===== src/rtl/max7219_receiver_if.sv =====
// Serial pins, display pins and write/error strobes of the MAX7219-compatible receiver.
// master = the side driving LOAD/CLK/DIN (external driver or bench); slave = the receiver.
// Plain wires only, no logic.
interface max7219_receiver_if;
  logic       spi_clk;
  logic       din;
  logic       cs;
  logic       dout;
  logic [7:0] seg;
  logic [7:0] dig;
  logic       wr_valid;
  logic [3:0] wr_addr;
  logic [7:0] wr_data;
  logic       frame_err;

  modport master (
    output spi_clk, din, cs,
    input  dout, seg, dig, wr_valid, wr_addr, wr_data, frame_err
  );

  modport slave (
    input  spi_clk, din, cs,
    output dout, seg, dig, wr_valid, wr_addr, wr_data, frame_err
  );
endinterface


===== src/rtl/max7219_receiver.sv =====
// MAX7219-compatible serial receiver: decodes 16-bit LOAD/CLK/DIN frames into the register file and scans 8 LED digits.
// Latency: pin cs rise to wr_valid is SYNC_STAGES+1 clk cycles; display outputs are registered (1 cycle behind the scan counters).
// Backpressure: none; every complete frame is accepted. Optional MAX7219_RECEIVER_DOUT_EN builds the 16-bit dout pass-through.
module max7219_receiver #(
  parameter int SCAN_DIV    = 1024,
  parameter int SYNC_STAGES = 2
) (
  input  logic              clk,
  input  logic              reset,
  max7219_receiver_if.slave bus
);

  // Each digit slot is split into 16 PWM sub-slots of SUB_LEN clk cycles.
  localparam int SUB_LEN = SCAN_DIV / 16;
  localparam int SUBW    = (SUB_LEN > 1) ? $clog2(SUB_LEN) : 1;
  localparam logic [SUBW-1:0] SUB_LAST = SUBW'(SUB_LEN - 1);

  // Without the pass-through only the low 12 bits (addr + data) are ever read,
  // so the shift register is trimmed to that; with it, bit 15 feeds dout.
`ifdef MAX7219_RECEIVER_DOUT_EN
  localparam int SHW = 16;
`else
  localparam int SHW = 12;
`endif

  // Synchronisers and edge-detect history
  logic [SYNC_STAGES-1:0] sclk_sync_q, sclk_sync_d;
  logic [SYNC_STAGES-1:0] din_sync_q,  din_sync_d;
  logic [SYNC_STAGES-1:0] cs_sync_q,   cs_sync_d;
  logic                   sclk_prev_q, sclk_prev_d;
  logic                   cs_prev_q,   cs_prev_d;

  // Frame capture
  logic [SHW-1:0]         shreg_q,     shreg_d;
  logic [4:0]             bit_cnt_q,   bit_cnt_d;
  logic                   armed_q,     armed_d;

  // Write / error strobes
  logic                   wr_valid_q,  wr_valid_d;
  logic [3:0]             wr_addr_q,   wr_addr_d;
  logic [7:0]             wr_data_q,   wr_data_d;
  logic                   frame_err_q, frame_err_d;

  // Register file
  logic [7:0][7:0]        digit_q,     digit_d;
  logic [7:0]             decode_q,    decode_d;
  logic [3:0]             intensity_q, intensity_d;
  logic [2:0]             scan_limit_q, scan_limit_d;
  logic                   shutdown_q,  shutdown_d;
  logic                   test_q,      test_d;

  // Scan timing
  logic [SUBW-1:0]        sub_cnt_q,   sub_cnt_d;
  logic [3:0]             sub_idx_q,   sub_idx_d;
  logic [2:0]             scan_dig_q,  scan_dig_d;

  // Display outputs
  logic [7:0]             seg_q,       seg_d;
  logic [7:0]             dig_q,       dig_d;

  // Combinational helpers
  logic                   sclk_s, din_s, cs_s;
  logic                   sclk_rise, cs_fall, cs_rise;
  logic                   shift_en;
  logic [4:0]             cnt_base;
  logic                   slot_end;
  logic [2:0]             limit;
  logic [7:0]             cur;
  logic [7:0]             onehot;

  // Code-B font: 0-9, '-', E, H, L, P, blank; segments {DP,A,B,C,D,E,F,G}.
  function automatic logic [7:0] code_b(input logic dp, input logic [3:0] v);
    logic [6:0] s;
    case (v)
      4'h0:    s = 7'h7E;
      4'h1:    s = 7'h30;
      4'h2:    s = 7'h6D;
      4'h3:    s = 7'h79;
      4'h4:    s = 7'h33;
      4'h5:    s = 7'h5B;
      4'h6:    s = 7'h5F;
      4'h7:    s = 7'h70;
      4'h8:    s = 7'h7F;
      4'h9:    s = 7'h7B;
      4'hA:    s = 7'h01;
      4'hB:    s = 7'h4F;
      4'hC:    s = 7'h37;
      4'hD:    s = 7'h0E;
      4'hE:    s = 7'h67;
      default: s = 7'h00;
    endcase
    return {dp, s};
  endfunction

  // Next-state logic: synchronise, capture frames, update registers, run the scan and compose the display.
  always_comb begin
    // Synchronisers: shift the pin value in at bit 0, use the oldest stage.
    sclk_sync_d = {sclk_sync_q[SYNC_STAGES-2:0], bus.spi_clk};
    din_sync_d  = {din_sync_q[SYNC_STAGES-2:0],  bus.din};
    cs_sync_d   = {cs_sync_q[SYNC_STAGES-2:0],   bus.cs};
    sclk_s      = sclk_sync_q[SYNC_STAGES-1];
    din_s       = din_sync_q[SYNC_STAGES-1];
    cs_s        = cs_sync_q[SYNC_STAGES-1];
    sclk_prev_d = sclk_s;
    cs_prev_d   = cs_s;

    sclk_rise = sclk_s & ~sclk_prev_q;
    cs_fall   = ~cs_s & cs_prev_q;
    cs_rise   = cs_s & ~cs_prev_q;

    // A frame only counts once a cs falling edge has been seen since reset;
    // this keeps the cleared synchronisers from faking an edge after release.
    armed_d   = armed_q;
    shreg_d   = shreg_q;
    cnt_base  = cs_fall ? 5'd0 : bit_cnt_q;
    bit_cnt_d = cnt_base;
    shift_en  = sclk_rise & ~cs_s & (armed_q | cs_fall);

    if (cs_fall) begin
      armed_d = 1'b1;
    end
    if (shift_en) begin
      shreg_d = {shreg_q[SHW-2:0], din_s};
      if (cnt_base != 5'd16) begin
        bit_cnt_d = cnt_base + 5'd1;
      end
    end

    // Register file and strobes
    wr_valid_d   = 1'b0;
    frame_err_d  = 1'b0;
    wr_addr_d    = wr_addr_q;
    wr_data_d    = wr_data_q;
    digit_d      = digit_q;
    decode_d     = decode_q;
    intensity_d  = intensity_q;
    scan_limit_d = scan_limit_q;
    shutdown_d   = shutdown_q;
    test_d       = test_q;

    if (cs_rise && armed_q) begin
      armed_d = 1'b0;
      if (bit_cnt_q == 5'd16) begin
        wr_valid_d = 1'b1;
        wr_addr_d  = shreg_q[11:8];
        wr_data_d  = shreg_q[7:0];
        case (shreg_q[11:8])
          4'h1, 4'h2, 4'h3, 4'h4,
          4'h5, 4'h6, 4'h7, 4'h8: digit_d[shreg_q[10:8] - 3'd1] = shreg_q[7:0];
          4'h9:    decode_d     = shreg_q[7:0];
          4'hA:    intensity_d  = shreg_q[3:0];
          4'hB:    scan_limit_d = shreg_q[2:0];
          4'hC:    shutdown_d   = shreg_q[0];
          4'hF:    test_d       = shreg_q[0];
          default: ;
        endcase
      end else begin
        frame_err_d = 1'b1;
      end
    end

    // Scan timing: sub-slot counter, sub-slot index, digit counter.
    sub_cnt_d  = sub_cnt_q + 1'b1;
    sub_idx_d  = sub_idx_q;
    scan_dig_d = scan_dig_q;
    slot_end   = (sub_idx_q == 4'd15) && (sub_cnt_q == SUB_LAST);
    limit      = test_q ? 3'd7 : scan_limit_q;
    if (sub_cnt_q == SUB_LAST) begin
      sub_cnt_d = '0;
      sub_idx_d = sub_idx_q + 4'd1;
    end
    // ">=" also catches a scan_limit lowered below the current digit.
    if (slot_end) begin
      scan_dig_d = (scan_dig_q >= limit) ? 3'd0 : scan_dig_q + 3'd1;
    end

    // Display composition: test overrides everything; shutdown blanks; otherwise PWM-gated.
    cur    = digit_q[scan_dig_q];
    onehot = 8'b1 << scan_dig_q;
    seg_d  = 8'h00;
    dig_d  = 8'h00;
    if (test_q) begin
      seg_d = 8'hFF;
      dig_d = onehot;
    end else if (shutdown_q && (sub_idx_q <= intensity_q)) begin
      dig_d = onehot;
      seg_d = decode_q[scan_dig_q] ? code_b(cur[7], cur[3:0]) : cur;
    end
  end

  // State registers with asynchronous active-low reset.
  always_ff @(posedge clk or negedge reset) begin
    if (!reset) begin
      sclk_sync_q  <= '0;
      din_sync_q   <= '0;
      cs_sync_q    <= '0;
      sclk_prev_q  <= 1'b0;
      cs_prev_q    <= 1'b0;
      shreg_q      <= '0;
      bit_cnt_q    <= '0;
      armed_q      <= 1'b0;
      wr_valid_q   <= 1'b0;
      wr_addr_q    <= '0;
      wr_data_q    <= '0;
      frame_err_q  <= 1'b0;
      digit_q      <= '0;
      decode_q     <= '0;
      intensity_q  <= '0;
      scan_limit_q <= '0;
      shutdown_q   <= 1'b0;
      test_q       <= 1'b0;
      sub_cnt_q    <= '0;
      sub_idx_q    <= '0;
      scan_dig_q   <= '0;
      seg_q        <= '0;
      dig_q        <= '0;
    end else begin
      sclk_sync_q  <= sclk_sync_d;
      din_sync_q   <= din_sync_d;
      cs_sync_q    <= cs_sync_d;
      sclk_prev_q  <= sclk_prev_d;
      cs_prev_q    <= cs_prev_d;
      shreg_q      <= shreg_d;
      bit_cnt_q    <= bit_cnt_d;
      armed_q      <= armed_d;
      wr_valid_q   <= wr_valid_d;
      wr_addr_q    <= wr_addr_d;
      wr_data_q    <= wr_data_d;
      frame_err_q  <= frame_err_d;
      digit_q      <= digit_d;
      decode_q     <= decode_d;
      intensity_q  <= intensity_d;
      scan_limit_q <= scan_limit_d;
      shutdown_q   <= shutdown_d;
      test_q       <= test_d;
      sub_cnt_q    <= sub_cnt_d;
      sub_idx_q    <= sub_idx_d;
      scan_dig_q   <= scan_dig_d;
      seg_q        <= seg_d;
      dig_q        <= dig_d;
    end
  end

  assign bus.seg       = seg_q;
  assign bus.dig       = dig_q;
  assign bus.wr_valid  = wr_valid_q;
  assign bus.wr_addr   = wr_addr_q;
  assign bus.wr_data   = wr_data_q;
  assign bus.frame_err = frame_err_q;

`ifdef MAX7219_RECEIVER_DOUT_EN
  assign bus.dout = shreg_q[15];
`else
  assign bus.dout = 1'b0;
`endif

endmodule

===== src/flat_wrapper.sv =====
// flat-port wrapper written by rule: the top's interface ports become plain ports
module max7219_receiver_flat 
#(
  parameter int SCAN_DIV    = 1024,
  parameter int SYNC_STAGES = 2
)
  (clk, reset, bus_spi_clk, bus_din, bus_cs, bus_dout, bus_seg, bus_dig, bus_wr_valid, bus_wr_addr, bus_wr_data, bus_frame_err);
  max7219_receiver_if bus_i ();
  input  logic clk;
  input  logic reset;
  input wire logic [$bits(bus_i.spi_clk)-1:0] bus_spi_clk;
  input wire logic [$bits(bus_i.din)-1:0] bus_din;
  input wire logic [$bits(bus_i.cs)-1:0] bus_cs;
  output wire logic [$bits(bus_i.dout)-1:0] bus_dout;
  output wire logic [$bits(bus_i.seg)-1:0] bus_seg;
  output wire logic [$bits(bus_i.dig)-1:0] bus_dig;
  output wire logic [$bits(bus_i.wr_valid)-1:0] bus_wr_valid;
  output wire logic [$bits(bus_i.wr_addr)-1:0] bus_wr_addr;
  output wire logic [$bits(bus_i.wr_data)-1:0] bus_wr_data;
  output wire logic [$bits(bus_i.frame_err)-1:0] bus_frame_err;
  assign bus_i.spi_clk = bus_spi_clk;
  assign bus_i.din = bus_din;
  assign bus_i.cs = bus_cs;
  assign bus_dout = bus_i.dout;
  assign bus_seg = bus_i.seg;
  assign bus_dig = bus_i.dig;
  assign bus_wr_valid = bus_i.wr_valid;
  assign bus_wr_addr = bus_i.wr_addr;
  assign bus_wr_data = bus_i.wr_data;
  assign bus_frame_err = bus_i.frame_err;
  max7219_receiver #(.SCAN_DIV(SCAN_DIV), .SYNC_STAGES(SYNC_STAGES)) u_core (.clk(clk), .reset(reset), .bus(bus_i));
endmodule

===== config.mk =====
export PLATFORM = sky130hd
export DESIGN_NAME = max7219_receiver_flat
export DESIGN_NICKNAME = d
export VERILOG_FILES = /design/src/rtl/max7219_receiver_if.sv /design/src/rtl/max7219_receiver.sv /design/src/flat_wrapper.sv
export SDC_FILE = /design/constraint.sdc
export NUM_CORES = 1
export LEC_CHECK = 0
export CAP_MARGIN = 20
export CORE_ASPECT_RATIO = 0.7
export CORE_MARGIN = 5
export CORE_UTILIZATION = 42
export CTS_CLUSTER_DIAMETER = 80
export DETAILED_ROUTE_END_ITERATION = 10
export PLACE_DENSITY = 0.65
export SLEW_MARGIN = 20
export SYNTH_ARGS = -nofsm -noshare
export SYNTH_HDL_FRONTEND = slang
export SYNTH_SLANG_ARGS = --single-unit

===== constraint.sdc =====
create_clock -name clk -period 2.5 [get_ports clk]
set_clock_uncertainty 0.15 [all_clocks]
set_input_delay 0.625 -clock clk [delete_from_list [all_inputs] [get_ports clk]]
set_output_delay 0.625 -clock clk [all_outputs]
set_load 0.1 [all_outputs]

==> reports/results.tsv <==
metric	value	unit
Syn Inst Count	535	
site row count	39	
Final min period	2.47	ns
sequential share of power	48.6	%
Worst Hold Class	input pin to async pin	
Critical Path Sink Type	flip-flop	
vias in the first global route	4558	
Unique masters post-synth	50	
initial antenna violation count	0	
static leakage	0.00420	uW
# setup viols final	0	
Initial Util	42.7	%
layout net count	643	
Register Area	3750	sq um
Final Cycle Share	98.9	%
Clock Latency Late Sink	0.42	ns
CTS tree	built	
fillers	1420	
dpl ws	-0.0258	ns
post-route ant nets	0	
slew margin rel.	61.4	%
Placement Cell Area	7830	sq um
Clock Pin Slew Worst Setup and Hold Paths	0.07	ns
# diodes	0	
Die Wd	164	microns
DP HPWL	10.0	mm
Max Cap Viol	0	
P_sw	1410	uW
crit path DAT	2.62	ns
final setup TNS	0	ns
Routed WL	14.6	mm
DR DRC count	0	
Overflow after GRT	0	
CTS Buf Count	17	
EDFF count, synth	0	
syn_nets	568	
slack of the critical path	0.0269	ns
Routed WL per cell	17.2	microns
largest net degree at the start of global routing	53	
Yosys Warn Count	0	
area of the die	19300	sq um
Async SR Flop Fraction	100	%
Clk pwr share	47.9	%
Mean Syn Cell Area	13.0	sq um
Clock Sink Count	150	
Worst Path Max Fanout	6	
fmax	404	MHz
gpl congestion	0.843	
Vias	4355	
IO Pins	36	
layout cells sized above 1	40.1	%
final hold violation count	0	
Least-Margin Pin Slew	0.579	ns
Internal Pwr Total	4170	uW
Die Y	118	microns
Yosys reg bits	150	
cts hold-fix bufs	0	
Vias/cell	5.14	
First-pass DRT Iterations	5	
I/O Buffers	34	
main flop type after synthesis	dfrtp_1	
critical path launch point type	flip-flop	
Multi-input gate area	3060	sq um
Sw Ratio	25.3	%
initial DRC count	255	
total track usage	16.1	%
Clock Path Buffers	2	
overall power	5590	uW
maximum vdd drop	0.425	mV
clock root cell	clkbuf_16	
htree depth	4	
Combinational Power Share	3.5	%
Syn Std Cell Area	6960	sq um
post-synthesis sequential area ratio	53.9	%
Slew Limit Fails	0	
area growth from synthesis to layout	22.3	%
Post-Layout Inst Area	8520	sq um
unrepaired setup endpoints after global routing	yes	
CP Data Required Time	2.64	ns
first-pass GRT wire length	24.5	mm
pwr dens	656	nW/um^2
core box area	16300	sq um
critical path class	flip-flop to flip-flop	
outcome	finished clean	
## repair_timing
action,4_1_cts,5_1_grt
pin swaps,2,7
setup endpoints to repair,30,83
resized for setup,4,16
buffers inserted,1,0
## worst max-delay path, stage by stage (launching register included)
cell,delay [ns]
dfrtp_2,0.46
buf_4,0.16
mux4_2,0.54
mux2_4,0.32
or4_1,0.49
a41o_1,0.25
## final timing paths
| kind | to | slack (ns) | cells after the start | from |
|---|---|---|---|---|
| max in group asynchronous | u_core.digit_q[0]$_DFFE_PN0P_ | 1.56 | 2 | reset |
| worst min-delay path | u_core.sub_cnt_q[2]$_DFF_PN0_ | 0.02 | 1 | reset |
| worst min register to register | u_core.din_sync_q[1]$_DFF_PN0_ | 0.20 | 0 | u_core.din_sync_q[0]$_DFF_PN0_ |
| min in group clk | u_core.din_sync_q[1]$_DFF_PN0_ | 0.20 | 0 | u_core.din_sync_q[0]$_DFF_PN0_ |
| worst max-delay path | u_core.bus.seg[0]$_DFF_PN0_ | 0.03 | 5 | u_core.scan_dig_q[0]$_DFFE_PN0P_ |
| worst max register to register | u_core.bus.seg[0]$_DFF_PN0_ | 0.03 | 5 | u_core.scan_dig_q[0]$_DFFE_PN0P_ |
## metrics by stage
step / util, % / std cells / hold WS [ns]
4_1_cts: 52.0 / 848 / 0.0262
5_1_grt: 52.2 / 848 / 0.0492
6_report: 52.2 / 848 / 0.0160
3_3_place_gp: 48.1 / 815 / 0.184
2_1_floorplan: - / 535 / 0.179
3_5_place_dp: 48.1 / 815 / 0.186
## state kept, by name (all words and copies together) (netlist names), 4 cells and up
name,count
u_core.bus.seg,8
u_core.bus.wr_addr,4
u_core.sub_idx_q,4
u_core.bus.wr_data,8
u_core.bus.dig,8
u_core.bit_cnt_q,5
u_core.intensity_q,4
u_core.decode_q,8
u_core.sub_cnt_q,6
u_core.shreg_q,12
u_core.digit_q,64
## logic make-up (layout without fill, tap and decap cells)
| family | after synthesis | in the layout | share of synthesized area (%) |
|---|---|---|---|
| flops | 150 | 150 | 53.9 |
| simple gates | 139 | 139 | 10.3 |
| mux | 120 | 120 | 22.6 |
| buf+inv | 47 | 135 | 3.02 |
| compound gates | 39 | 39 | 3.68 |
| fa+ha+maj | 29 | 29 | 5.17 |
| xor+xnor | 10 | 10 | 1.26 |
| other cells | 1 | 1 | 0.0538 |
## metal layers
metal  wire length (microns)  share of wire (%)  vias to the layer above  track usage (%)
met5                       0                  0                        -                0
met4                      85               0.58                        0             4.35
met3                     688                4.7                        8             3.50
met2                    6640                 46                       90             24.2
met1                    7140                 49                     2216             23.6
li1                        -                  -                     2041                -
## final cells by class
class | instances | area share (%)
clock buffer | 18 | 5.04
clock inverter | 14 | 2.17
inverter | 20 | 0.882
multi-input combinational | 338 | 35.9
sequential | 150 | 44.1
tap | 225 | 3.31
timing repair buffer | 83 | 8.57
## Yosys cell counts, types with 6 or more instances
cell	number	area [sq um]
and3_1	9	56.3
ha_1	28	350
nand3_1	8	40.0
nand2_1	65	244
o21ai_0	18	90.1
inv_1	20	75.1
nor2_1	19	71.3
mux4_2	18	405
mux2_2	87	980
mux2_4	8	120
mux2i_1	7	70.1
dfrtp_1	150	3750
clkbuf_1	18	67.6
nand2b_1	6	37.5
## power by group through the flow
stage               Clock, uW  Combinational, uW  Sequential (uW)
global route             2850                218             2740
finish                   2670                194             2720
global placement            0                189             2760
detailed placement          0                195             2770
floorplan                   0                193             2580
CTS                      2740                198             2720
## cell usage in the layout, fill, tap and decap left out, drive strengths merged, types with 10 or more instances in the layout
cell / Yosys / final
buf: 9 / 80
inv: 20 / 28
nand2: 67 / 67
ha: 28 / 28
clkbuf: 18 / 18
nor2: 19 / 19
nand3: 10 / 10
dfrtp: 150 / 150
mux4: 18 / 18
mux2: 95 / 95
o21ai: 18 / 18
Power figures use the tool's default switching activity.
